===== config.mk =====
export PLATFORM = sky130hd
export DESIGN_NAME = uart_tx_mmio
export DESIGN_NICKNAME = d
export VERILOG_FILES = /design/src/rtl/uart_tx_mmio_pkg.sv /design/src/rtl/uart_tx_fifo.sv /design/src/rtl/uart_tx_mmio.sv
export SDC_FILE = /design/constraint.sdc
export NUM_CORES = 1
export LEC_CHECK = 0
export BUFFER_PORTS_ARGS = -buffer_cell sky130_fd_sc_hd__buf_4
export CORE_MARGIN = 2
export CORE_UTILIZATION = 30
export CTS_CLUSTER_SIZE = 8
export DETAILED_ROUTE_END_ITERATION = 16
export HOLD_SLACK_MARGIN = 0.15
export SLEW_MARGIN = 20
export SYNTH_ARGS = -nofsm -noshare
export SYNTH_HDL_FRONTEND = slang
export SYNTH_SLANG_ARGS = --single-unit

===== constraint.sdc =====
create_clock -name clk_i -period 4.6 [get_ports clk_i]
set_input_delay 0.46 -clock clk_i [delete_from_list [all_inputs] [get_ports clk_i]]
set_output_delay 0.46 -clock clk_i [all_outputs]
set_load 0.1 [all_outputs]

===== src/rtl/uart_tx_mmio_pkg.sv =====
// Shared definitions for the memory-mapped UART transmitter: register offsets,
// STATUS bit positions and serialiser state encodings.
package uart_tx_mmio_pkg;

  localparam logic [1:0] UART_TXDATA  = 2'd0;
  localparam logic [1:0] UART_STATUS  = 2'd1;
  localparam logic [1:0] UART_BAUDDIV = 2'd2;

  localparam int ST_BUSY_BIT  = 0;
  localparam int ST_FULL_BIT  = 1;
  localparam int ST_EMPTY_BIT = 2;
  localparam int ST_OVF_BIT   = 3;
  localparam int ST_COUNT_LSB = 4;

  localparam logic [1:0] S_IDLE  = 2'd0;
  localparam logic [1:0] S_START = 2'd1;
  localparam logic [1:0] S_DATA  = 2'd2;
  localparam logic [1:0] S_STOP  = 2'd3;

  // A programmed divisor of 0 behaves as 1 cycle per bit.
  function automatic logic [15:0] eff_div(input logic [15:0] div);
    return (div == 16'd0) ? 16'd1 : div;
  endfunction

endpackage


===== src/rtl/uart_tx_fifo.sv =====
// Synchronous TX byte FIFO; a push into a full FIFO is accepted only when a pop
// happens on the same edge. Count is held separately from the wrapping pointers.
module uart_tx_fifo #(
  parameter int DEPTH = 4,
  parameter int WIDTH = 8
) (
  input  logic                    clk_i,
  input  logic                    rst_i,
  input  logic                    push_i,
  input  logic [WIDTH-1:0]        data_i,
  input  logic                    pop_i,
  output logic [WIDTH-1:0]        data_o,
  output logic                    full_o,
  output logic                    empty_o,
  output logic [$clog2(DEPTH):0]  count_o
);

  localparam int AW = $clog2(DEPTH);
  localparam int CW = AW + 1;

  logic [WIDTH-1:0] mem_q [DEPTH];
  logic [WIDTH-1:0] mem_d [DEPTH];
  logic [AW-1:0]    wr_ptr_q, wr_ptr_d;
  logic [AW-1:0]    rd_ptr_q, rd_ptr_d;
  logic [CW-1:0]    count_q, count_d;
  logic             push_ok, pop_ok;

  assign full_o  = (count_q == CW'(DEPTH));
  assign empty_o = (count_q == '0);
  assign count_o = count_q;
  assign data_o  = mem_q[rd_ptr_q];

  always_comb begin
    pop_ok   = pop_i && !empty_o;
    push_ok  = push_i && (!full_o || pop_ok);
    mem_d    = mem_q;
    wr_ptr_d = wr_ptr_q;
    rd_ptr_d = rd_ptr_q;
    count_d  = count_q;
    if (push_ok) begin
      mem_d[wr_ptr_q] = data_i;
      wr_ptr_d        = wr_ptr_q + AW'(1);
    end
    if (pop_ok) begin
      rd_ptr_d = rd_ptr_q + AW'(1);
    end
    if (push_ok && !pop_ok) begin
      count_d = count_q + CW'(1);
    end else if (pop_ok && !push_ok) begin
      count_d = count_q - CW'(1);
    end
  end

  always_ff @(posedge clk_i) begin
    if (!rst_i) begin
      wr_ptr_q <= '0;
      rd_ptr_q <= '0;
      count_q  <= '0;
    end else begin
      wr_ptr_q <= wr_ptr_d;
      rd_ptr_q <= rd_ptr_d;
      count_q  <= count_d;
    end
  end

  always_ff @(posedge clk_i) begin
    mem_q <= mem_d;
  end

endmodule


===== src/rtl/uart_tx_mmio.sv =====
// Memory-mapped 8N1 UART transmitter: register decode, TX FIFO and serialiser.
//   state   | meaning
//   S_IDLE  | line high, waiting for a queued byte
//   S_START | start bit (low) for one bit period
//   S_DATA  | 8 data bits, LSB first
//   S_STOP  | stop bit (high); chains straight into S_START if bytes remain
module uart_tx_mmio
  import uart_tx_mmio_pkg::*;
#(
  parameter int          DW         = 32,
  parameter int          FIFO_DEPTH = 4,
  parameter logic [15:0] DIV_RST    = 16'd868
) (
  input  logic          clk_i,
  input  logic          rst_i,
  input  logic [1:0]    Addr_i,
  input  logic          Read_en_i,
  output logic [DW-1:0] Read_data_o,
  input  logic          Write_en_i,
  input  logic [DW-1:0] Wr_data_i,
  output logic          tx_o,
  output logic          irq_o
);

  logic [1:0]    state_q, state_d;
  logic [7:0]    shift_q, shift_d;
  logic [2:0]    bit_cnt_q, bit_cnt_d;
  logic [15:0]   div_cnt_q, div_cnt_d;
  logic [15:0]   div_frame_q, div_frame_d;
  logic [15:0]   bauddiv_q, bauddiv_d;
  logic          ovf_q, ovf_d;
  logic          tx_q, tx_d;
  logic          irq_q, irq_d;
  logic [DW-1:0] rdata_q, rdata_d;

  logic                        fifo_push, fifo_pop, fifo_full, fifo_empty;
  logic [7:0]                  fifo_dout;
  logic [$clog2(FIFO_DEPTH):0] fifo_count;
  logic                        bit_tick, load_frame;
  logic [DW-1:0]               status;
  logic                        unused_wdata;

  assign unused_wdata = ^Wr_data_i[DW-1:16];
  assign fifo_push    = Write_en_i && (Addr_i == UART_TXDATA);

  uart_tx_fifo #(
    .DEPTH (FIFO_DEPTH),
    .WIDTH (8)
  ) u_fifo (
    .clk_i   (clk_i),
    .rst_i   (rst_i),
    .push_i  (fifo_push),
    .data_i  (Wr_data_i[7:0]),
    .pop_i   (fifo_pop),
    .data_o  (fifo_dout),
    .full_o  (fifo_full),
    .empty_o (fifo_empty),
    .count_o (fifo_count)
  );

  // tx_d follows the next state so the start bit appears on the pop edge itself.
  always_comb begin
    state_d     = state_q;
    shift_d     = shift_q;
    bit_cnt_d   = bit_cnt_q;
    div_cnt_d   = div_cnt_q;
    div_frame_d = div_frame_q;
    tx_d        = tx_q;
    bit_tick    = (state_q != S_IDLE) && (div_cnt_q == 16'd0);
    load_frame  = !fifo_empty &&
                  ((state_q == S_IDLE) || ((state_q == S_STOP) && bit_tick));
    fifo_pop    = load_frame;

    if (state_q != S_IDLE) begin
      div_cnt_d = bit_tick ? (div_frame_q - 16'd1) : (div_cnt_q - 16'd1);
    end

    if (bit_tick) begin
      case (state_q)
        S_START: begin
          state_d   = S_DATA;
          bit_cnt_d = 3'd0;
          tx_d      = shift_q[0];
        end
        S_DATA: begin
          if (bit_cnt_q == 3'd7) begin
            state_d = S_STOP;
            tx_d    = 1'b1;
          end else begin
            bit_cnt_d = bit_cnt_q + 3'd1;
            shift_d   = {1'b0, shift_q[7:1]};
            tx_d      = shift_q[1];
          end
        end
        default: begin
          state_d = S_IDLE;
          tx_d    = 1'b1;
        end
      endcase
    end

    if (load_frame) begin
      state_d     = S_START;
      shift_d     = fifo_dout;
      div_frame_d = eff_div(bauddiv_q);
      div_cnt_d   = eff_div(bauddiv_q) - 16'd1;
      tx_d        = 1'b0;
    end
  end

  always_comb begin
    status                            = '0;
    status[ST_BUSY_BIT]               = (state_q != S_IDLE);
    status[ST_FULL_BIT]               = fifo_full;
    status[ST_EMPTY_BIT]              = fifo_empty;
    status[ST_OVF_BIT]                = ovf_q;
    status[ST_COUNT_LSB +: 4]         = 4'(fifo_count);

    bauddiv_d = bauddiv_q;
    ovf_d     = ovf_q;
    rdata_d   = rdata_q;
    irq_d     = fifo_empty && (state_q == S_IDLE);

    if (Write_en_i && (Addr_i == UART_BAUDDIV)) begin
      bauddiv_d = Wr_data_i[15:0];
    end
    if (Write_en_i && (Addr_i == UART_STATUS)) begin
      ovf_d = 1'b0;
    end
    if (fifo_push && fifo_full && !fifo_pop) begin
      ovf_d = 1'b1;
    end

    if (Read_en_i) begin
      case (Addr_i)
        UART_STATUS:  rdata_d = status;
        UART_BAUDDIV: rdata_d = DW'(bauddiv_q);
        default:      rdata_d = '0;
      endcase
    end
  end

  always_ff @(posedge clk_i) begin
    if (!rst_i) begin
      state_q     <= S_IDLE;
      shift_q     <= '0;
      bit_cnt_q   <= '0;
      div_cnt_q   <= '0;
      div_frame_q <= 16'd1;
      bauddiv_q   <= DIV_RST;
      ovf_q       <= 1'b0;
      tx_q        <= 1'b1;
      irq_q       <= 1'b1;
      rdata_q     <= '0;
    end else begin
      state_q     <= state_d;
      shift_q     <= shift_d;
      bit_cnt_q   <= bit_cnt_d;
      div_cnt_q   <= div_cnt_d;
      div_frame_q <= div_frame_d;
      bauddiv_q   <= bauddiv_d;
      ovf_q       <= ovf_d;
      tx_q        <= tx_d;
      irq_q       <= irq_d;
      rdata_q     <= rdata_d;
    end
  end

  assign tx_o        = tx_q;
  assign irq_o       = irq_q;
  assign Read_data_o = rdata_q;

endmodule


==> results.md, run 1 <==
- Result of the run: finished, final reports clean
- PnR worst setup slack: 730 ps
- PostCTS Resize Cnt: 0
- Number of design-rule violations left by the first detailed-router iteration: 250
- Number of routed nets with antenna violations: 0
- Overall routing resource usage: 0.138
- TritonCTS clock tree: built
- Critical path startpoint category: register
- Number of standard cells after synthesis: roughly 600
- Routed wl met2: around 6.3 mm
- Post-route DRC: 0
- Number of primary I/O pins: 72
- HPWL Detailed: between 8 and 9 mm
- Depth of the most critical reg-to-reg path: 13
- Number of different library cells in the post-synthesis netlist: just over 60
- Vias in the first global route: 4,335
- Wire length on met1: approximately 6.3 mm
- Layout Area Growth over Synthesis: 18.0%
- Wire length reported by the detailed router: 13.3 mm
- Measured slew at the worst slew-check pin: 971 ps
- Hold violation total from the final report: 0
- CTS Buf Count: 17
- Ratio of final minimum period to clock period: 0.841
- Hold Crit Class: input pin to register
- Terminus of the critical flop-to-flop path: div_cnt_q[4]
- Number of setup buffers added after CTS: 0
- Endpoint, Worst Hold: bauddiv_q[9]
- Clock Skew: 16.9 ps
- Maxcap violations: 0
- Number of slew-limit violations in the final report: 0
- Average routed wire per standard cell: around 15 um
- Most common library cell in the layout ignoring fill and taps: nand2_1
- Highest routed metal layer: met4
- Die boundary width: ~140 um
- Number of antenna violations at the first check in global routing: 0
- Cell with the largest stage delay on the worst path: or4_1
- Core Box Area: 18,900 um^2
- Leading cell types in the layout, fill and taps excluded: nand2_1, dfxtp_1, buf_4, a21boi_0, nand3_1
- RSZ-0062 raised after global routing: false
- Kind of critical path: register to register
- Minimum clock period: 3870 ps
- Largest stage delay, worst path: 520 ps
- WP data required: just under 5000 ps
- First-pass GRT wire length: 22.3 mm
- Hold path start: Wr_data_i[9]
- Number of instances on the worst hold path: 3
- Count of final setup violators: 0
- Worst-case headroom to the max-slew limit: 0.351
- CP Data Arrival Time: 4180 ps
- Largest net degree at the start of global routing: between 80 and 90
- Root buffer cell: clkbuf_16
- Main synth FF type: dfxtp_1
- Final #Nets: between 600 and 700
- Initial Utilization: 0.308
- Routability cong.: approximately 0.86
- Fraction of final layout cells with drive strength greater than 1: 0.144
- Reg clk slew, reported paths: 60 ps
- Routed vias: approximately 4,400
- Maximum clock path buffer count: 2
- Worst-Skew Late Latency: ~420 ps
- Startpoint of the lowest-slack register-to-register path: state_q[0]
- Routed vias/inst: 4.86
- Sequence of cells on the critical path: inv_1 -> ha_1 -> or4_4 -> nor4b_4 -> a32o_2 -> buf_4 -> o21a_1 -> ha_1 -> inv_1 -> or4_1 -> a21o_1 -> nand3_1 -> a21boi_1
- Maximum clock rate: 0.258 GHz
- Count of H-tree levels built during CTS: 4
- Clock sink total: 119
- Register area share after synthesis: 0.464
- Delay-heaviest family, CP: simple AND/OR/NAND/NOR gates
- Async S/R FF share, synth: 0
- Length of routed met3 wiring: 558 um
- Post-place setup slack: ~740 ps
- Pwr per Cell Area: around 650 nW/um^2
- Yosys warning total: 0
- Leakage power summed over all cells: around 2.6 nW
- Mean instance size in the synthesized netlist: ~9.5 um^2
- Number of synthesized flops with an enable pin: 32
- Worst vdd rail ir drop: 0.336 mV
- Cell Rows: 50
- Synthesized flop and latch total: ~120
- Critical Path Fanout Max: 39
- TNS Setup: 0 ps
- Vertical die dimension: between 100 and 150 um
- Global-route congestion overflow total: 0
- Die footprint: 20,500 um^2
- Netlist area before placement: ~6000 um^2
- Diodes inserted: 0
- Register-to-Register Setup Slack: roughly 730 ps
- Pre-Repair DR Iteration Count: 5
- Combined buffer and inverter count along the critical path: 3
- Kind of end point of the critical path: register
- CTS Hold Buffers Added: 0
- Quantity of I/O buffers inserted on ports: 39
sequential cells by signal, indices dropped and copies added, names as in the netlist, 2 cells and up:
register / cells
Read_data_o: 16
bauddiv_q: 16
bit_cnt_q: 3
div_cnt_q: 16
div_frame_q: 16
shift_q: 8
state_q: 2
u_fifo.count_o: 3
u_fifo.mem_q: 32
u_fifo.rd_ptr_q: 2
u_fifo.wr_ptr_q: 2
routing by layer:
layer	vias up	global-route usage
met3	13	0.0333
met2	98	0.214
li1	2231	-
met5	-	0
met1	2092	0.187
met4	0	0.0542
worst max-delay path by stage:
stage	slack (ps)	from	endpoint	cells past startpoint
global placement	790	state_q[0]	div_cnt_q[4]	13
floorplan	970	state_q[0]	div_cnt_q[4]	15
global route	520	state_q[0]	div_cnt_q[4]	15
detailed placement	740	state_q[0]	div_cnt_q[4]	13
CTS	710	state_q[0]	div_cnt_q[4]	13
finish	730	state_q[0]	div_cnt_q[4]	13
Yosys cell counts, drive strengths merged, types with 2 or more instances:
library cell	instances	area, um^2
xnor2	10	87.6
xor2	6	52.6
a311oi	2	17.5
nor4	9	56.3
inv	17	63.8
dfxtp	87	1740
mux4	8	180
or4	6	48.8
nor2b	5	31.3
nand2	96	360
nor3	9	45.0
buf	29	186
nand3	35	175
a31oi	2	12.5
edfxtp	32	961
o211ai	5	37.5
ha	15	188
o22ai	8	50.1
nand2b	12	75.1
a21oi	22	110
o31ai	2	15.0
nand4	2	12.5
a31o	2	17.5
nand4b	2	17.5
a211oi	2	20.0
mux2i	10	100
nor2	18	72.6
or3	7	43.8
a32oi	2	17.5
clkbuf	24	90.1
a22oi	6	45.0
and2	18	113
o211a	9	90.1
a211o	5	43.8
a21boi	40	300
o21ai	34	170
through the flow:
stage                     power [mW]  utilization  cells  hold WS (ps)  instance area, um^2
after floorplan                 2.78            -    630           441                 5880
after global placement          3.12        0.331    881           459                 6260
after detailed placement        3.14        0.331    881           465                 6260
after CTS                       4.52        0.364    913           227                 6870
after global routing            4.79        0.364    913           245                 6870
final                           4.49        0.364    913           255                 6870
worst register-to-register path, cell delays in order, from the launching register on:
cell and delay (ps):
dfxtp_1 390, inv_1 90, ha_1 310, or4_4 490, nor4b_4 300, a32o_2 230
buf_4 390, o21a_1 210, ha_1 290, inv_1 180, or4_1 520, a21o_1 190
nand3_1 80, a21boi_1 90
cells by family (layout without fill, tap and decap cells):
family | count (synthesis) | after routing | share of synthesized area
adders and majority gates | 16 | 16 | 0.0357
xor gates and xnor gates | 16 | 16 | 0.0241
DFF | 119 | 119 | 0.464
and+or+nand+nor | 224 | 224 | 0.191
other | 1 | 16 | 0.000644
AOI/OAI and AO/OA | 150 | 150 | 0.177
buffers and inverters | 70 | 93 | 0.0584
muxes | 19 | 19 | 0.0500
power breakdown:
part	internal (mW)	switching [mW]
registers	1.25	0.193
logic	0.650	1.04
clock network	0.871	0.493
total	2.77	1.72
cell type report:
cell class              instances  area (um^2)
inverters                      17         63.8
fillers                      1949        12000
repair buffers                 44          330
clock inverters                13          170
clock buffers                  19          443
well taps                     260          325
flip-flops and latches        119         2700
multi-input cells             441         2840
Note: power is estimated with default switching activity, not from simulation.
==> inputs of run 2 (changes only) <==
==> constraint.sdc (replaced) <==
create_clock -name clk_i -period 3.4 [get_ports clk_i]
set_input_delay 0.34 -clock clk_i [delete_from_list [all_inputs] [get_ports clk_i]]
set_output_delay 0.34 -clock clk_i [all_outputs]
set_load 0.1 [all_outputs]
==> results.md, run 2 (same netlist as run 1, synthesis figures left out) <==
- Count of final setup violators: 0 (unchanged)
- Die footprint: 20,500 um^2 (unchanged)
- Reg clk slew, reported paths: 50 ps (about the same)
- Critical Path Fanout Max: 6 (-85%)
- Routed vias/inst: 4.82 (-0.75%)
- Wire length reported by the detailed router: 13.7 mm (+2.6%)
- Max reg flops: 32 (unchanged)
- Filler instances: 1,924 (-1.3%)
- Ratio of final minimum period to clock period: 0.967 (+0.126)
- Largest reg by FF count: u_fifo.mem_q
- Number of antenna violations at the first check in global routing: 0 (unchanged)
- Result of the run: finished, final reports clean
- Post-route DRC: 0 (unchanged)
- Kind of end point of the critical path: register
- Overall routing resource usage: 0.138 (-0.000191)
- Clock sink total: 119 (unchanged)
- Largest stage delay, worst path: 590 ps (+70 ps)
- Number of design-rule violations left by the first detailed-router iteration: 253 (+1.2%)
- Worst-Skew Late Latency: 420 ps (about the same)
- Delay-heaviest family, CP: simple AND/OR/NAND/NOR gates
- Global-route congestion overflow total: 0 (unchanged)
- Critical path startpoint category: register
- TritonCTS clock tree: built
- Kind of critical path: register to register
- Diodes inserted: 0 (unchanged)
- Root buffer cell: clkbuf_16
- Number of cells on the critical path: 13 (unchanged)
- Core Box Area: 18,900 um^2 (unchanged)
- Register-to-Register Setup Slack: 110 ps (-620 ps)
- Number of primary I/O pins: 72 (unchanged)
- Routability cong.: 0.894 (+4.3%)
- Routed vias: 4,502 (+1.5%)
- Maximum clock rate: 0.304 GHz (+18%)
- Quantity of I/O buffers inserted on ports: 39 (unchanged)
- Fraction of final layout cells with drive strength greater than 1: 0.169 (+0.0252)
- Sequence of cells on the critical path: inv_2 -> ha_4 -> or4_4 -> or4b_4 -> nor2_4 -> a211oi_2 -> nor2_2 -> ha_2 -> inv_1 -> fa_1 -> xor2_1 -> or3_1 -> a21boi_1
- Vertical die dimension: 143 um (unchanged)
- Number of slew-limit violations in the final report: 0 (unchanged)
- HPWL Detailed: 9.17 mm (+3.4%)
- Initial Utilization: 0.308 (unchanged)
- Layout Area Growth over Synthesis: 21.3%
- Count of H-tree levels built during CTS: 4 (unchanged)
- Most common library cell in the layout ignoring fill and taps: nand2_1
- Number of routed nets with antenna violations: 0 (unchanged)
- Startpoint of the lowest-slack register-to-register path: state_q[0]
- Leakage power summed over all cells: 2.66 nW (+3.2%)
- Minimum clock period: 3290 ps (-583 ps)
- Endpoint, Worst Hold: bauddiv_q[13]
- Clock Skew: 6.59 ps (-10.3 ps)
- WP data required: 3740 ps (-1170 ps)
- Pre-Repair DR Iteration Count: 4 (-1)
- Hold violation total from the final report: 0 (unchanged)
- Combined buffer and inverter count along the critical path: 2 (-1)
- Pwr per Cell Area: 868 nW/um^2 (+33%)
- Hold Crit Class: input pin to register
- Cell with the largest stage delay on the worst path: or4b_4
- Final #Nets: 715 (+3.0%)
- Die boundary width: 143 um (unchanged)
- Worst vdd rail ir drop: 0.524 mV (+56%)
- Terminus of the critical flop-to-flop path: u_fifo.count_o[2]
- Leading cell types in the layout, fill and taps excluded: nand2_1, dfxtp_1, buf_4, a21boi_0, nand3_1
- Cell Rows: 50 (unchanged)
- Final core occ: 0.374 (+0.0101)
- Maxcap violations: 0 (unchanged)
- Largest net degree at the start of global routing: 88 (unchanged)
- Depth of the most critical reg-to-reg path: 13 (unchanged)
- Hold path start: Wr_data_i[13]
- Worst-case headroom to the max-slew limit: 0.486 (+0.135)
- Number of instances on the worst hold path: 3 (unchanged)
- Vias in the first global route: 4,261 (-1.7%)
- CTS Buf Count: 17 (unchanged)
- CP Data Arrival Time: 3630 ps (-550 ps)
- Measured slew at the worst slew-check pin: 771 ps (-201 ps)
- First-pass GRT wire length: 22.2 mm (-0.22%)
- Maximum clock path buffer count: 2 (unchanged)
- TNS Setup: 0 ps (unchanged)
- Average routed wire per standard cell: 14.6 um (+0.33%)
run 2: cell count changes in the layout (fill, tap and decap cells not counted), sizes merged:
cell	previous run	this run
bufinv	3	1
inv	20	17
dlygate4sd3	0	10
buf	44	55
clkbuf	19	24
run 2: per-stage QoR:
stage / area, um^2 / cells / worst slack (ps) / total power [mW] / hold WS [ps]
floorplan: 5920 / 630 / 6.46 / 3.82 / 439
global placement: 6370 / 890 / 85.7 / 4.39 / 458
detailed placement: 6370 / 890 / 14.1 / 4.41 / 465
CTS: 7030 / 932 / 18.3 / 6.11 / 177
global route: 7070 / 934 / -2.29 / 6.53 / 194
finish: 7070 / 934 / 113 / 6.13 / 183
run 2: worst max-delay path by stage:
stage	from	end
floorplan	state_q[0]	div_cnt_q[4]
global placement	state_q[0]	u_fifo.count_o[2]
detailed placement	state_q[0]	u_fifo.count_o[2]
CTS	state_q[0]	u_fifo.count_o[2]
global route	state_q[0]	div_cnt_q[4]
finish	state_q[0]	u_fifo.count_o[2]
run 2: layout make-up:
| class | instances | area [um^2] | share of cell area |
|---|---|---|---|
| Sequential cell | 119 | 2710 | 0.383 |
| Multi-Input combinational cell | 441 | 2890 | 0.408 |
| Timing Repair Buffer | 65 | 526 | 0.0744 |
| Inverter | 17 | 66.3 | 0.00939 |
| Clock buffer | 24 | 482 | 0.0682 |
| Tap cell | 260 | 325 | 0.0460 |
| Clock inverter | 8 | 73.8 | 0.0104 |
run 2: repair_timing:
item / CTS / global route
hold endpoints to repair: 34 / 0
setup endpoints to repair: 1 / 2
gates resized for setup: 1 / 5
pin swaps: 0 / 4
setup buffers: 0 / 2
hold buffers: 10 / 0
run 2: routing by layer:
| metal | routed length, um | global-route usage | vias up |
|---|---|---|---|
| met4 | 247 | 0.0604 | 0 |
| met2 | 6310 | 0.217 | 86 |
| met1 | 6640 | 0.188 | 2128 |
| met3 | 478 | 0.0230 | 20 |
| met5 | 0 | 0 | - |
| li1 | - | - | 2268 |
run 2: worst register-to-register path, delay by kind of cell (launching register included):
kind                     cells  cell delay [ps]
flip-flops                   1              360
AO/OA/AOI/OAI                2              240
buffers and inverters        2              100
AND/OR/NAND/NOR              5             1610
XOR/XNOR                     1              160
adder cells (fa/ha/maj)      3              730
run 2: power by group:
group,switching (mW),internal [mW],leakage (nW)
Clock,0.617,1.06,0.270
Sequential,0.253,1.69,1.00
Combinational,1.48,1.03,1.39
Total,2.35,3.78,2.66
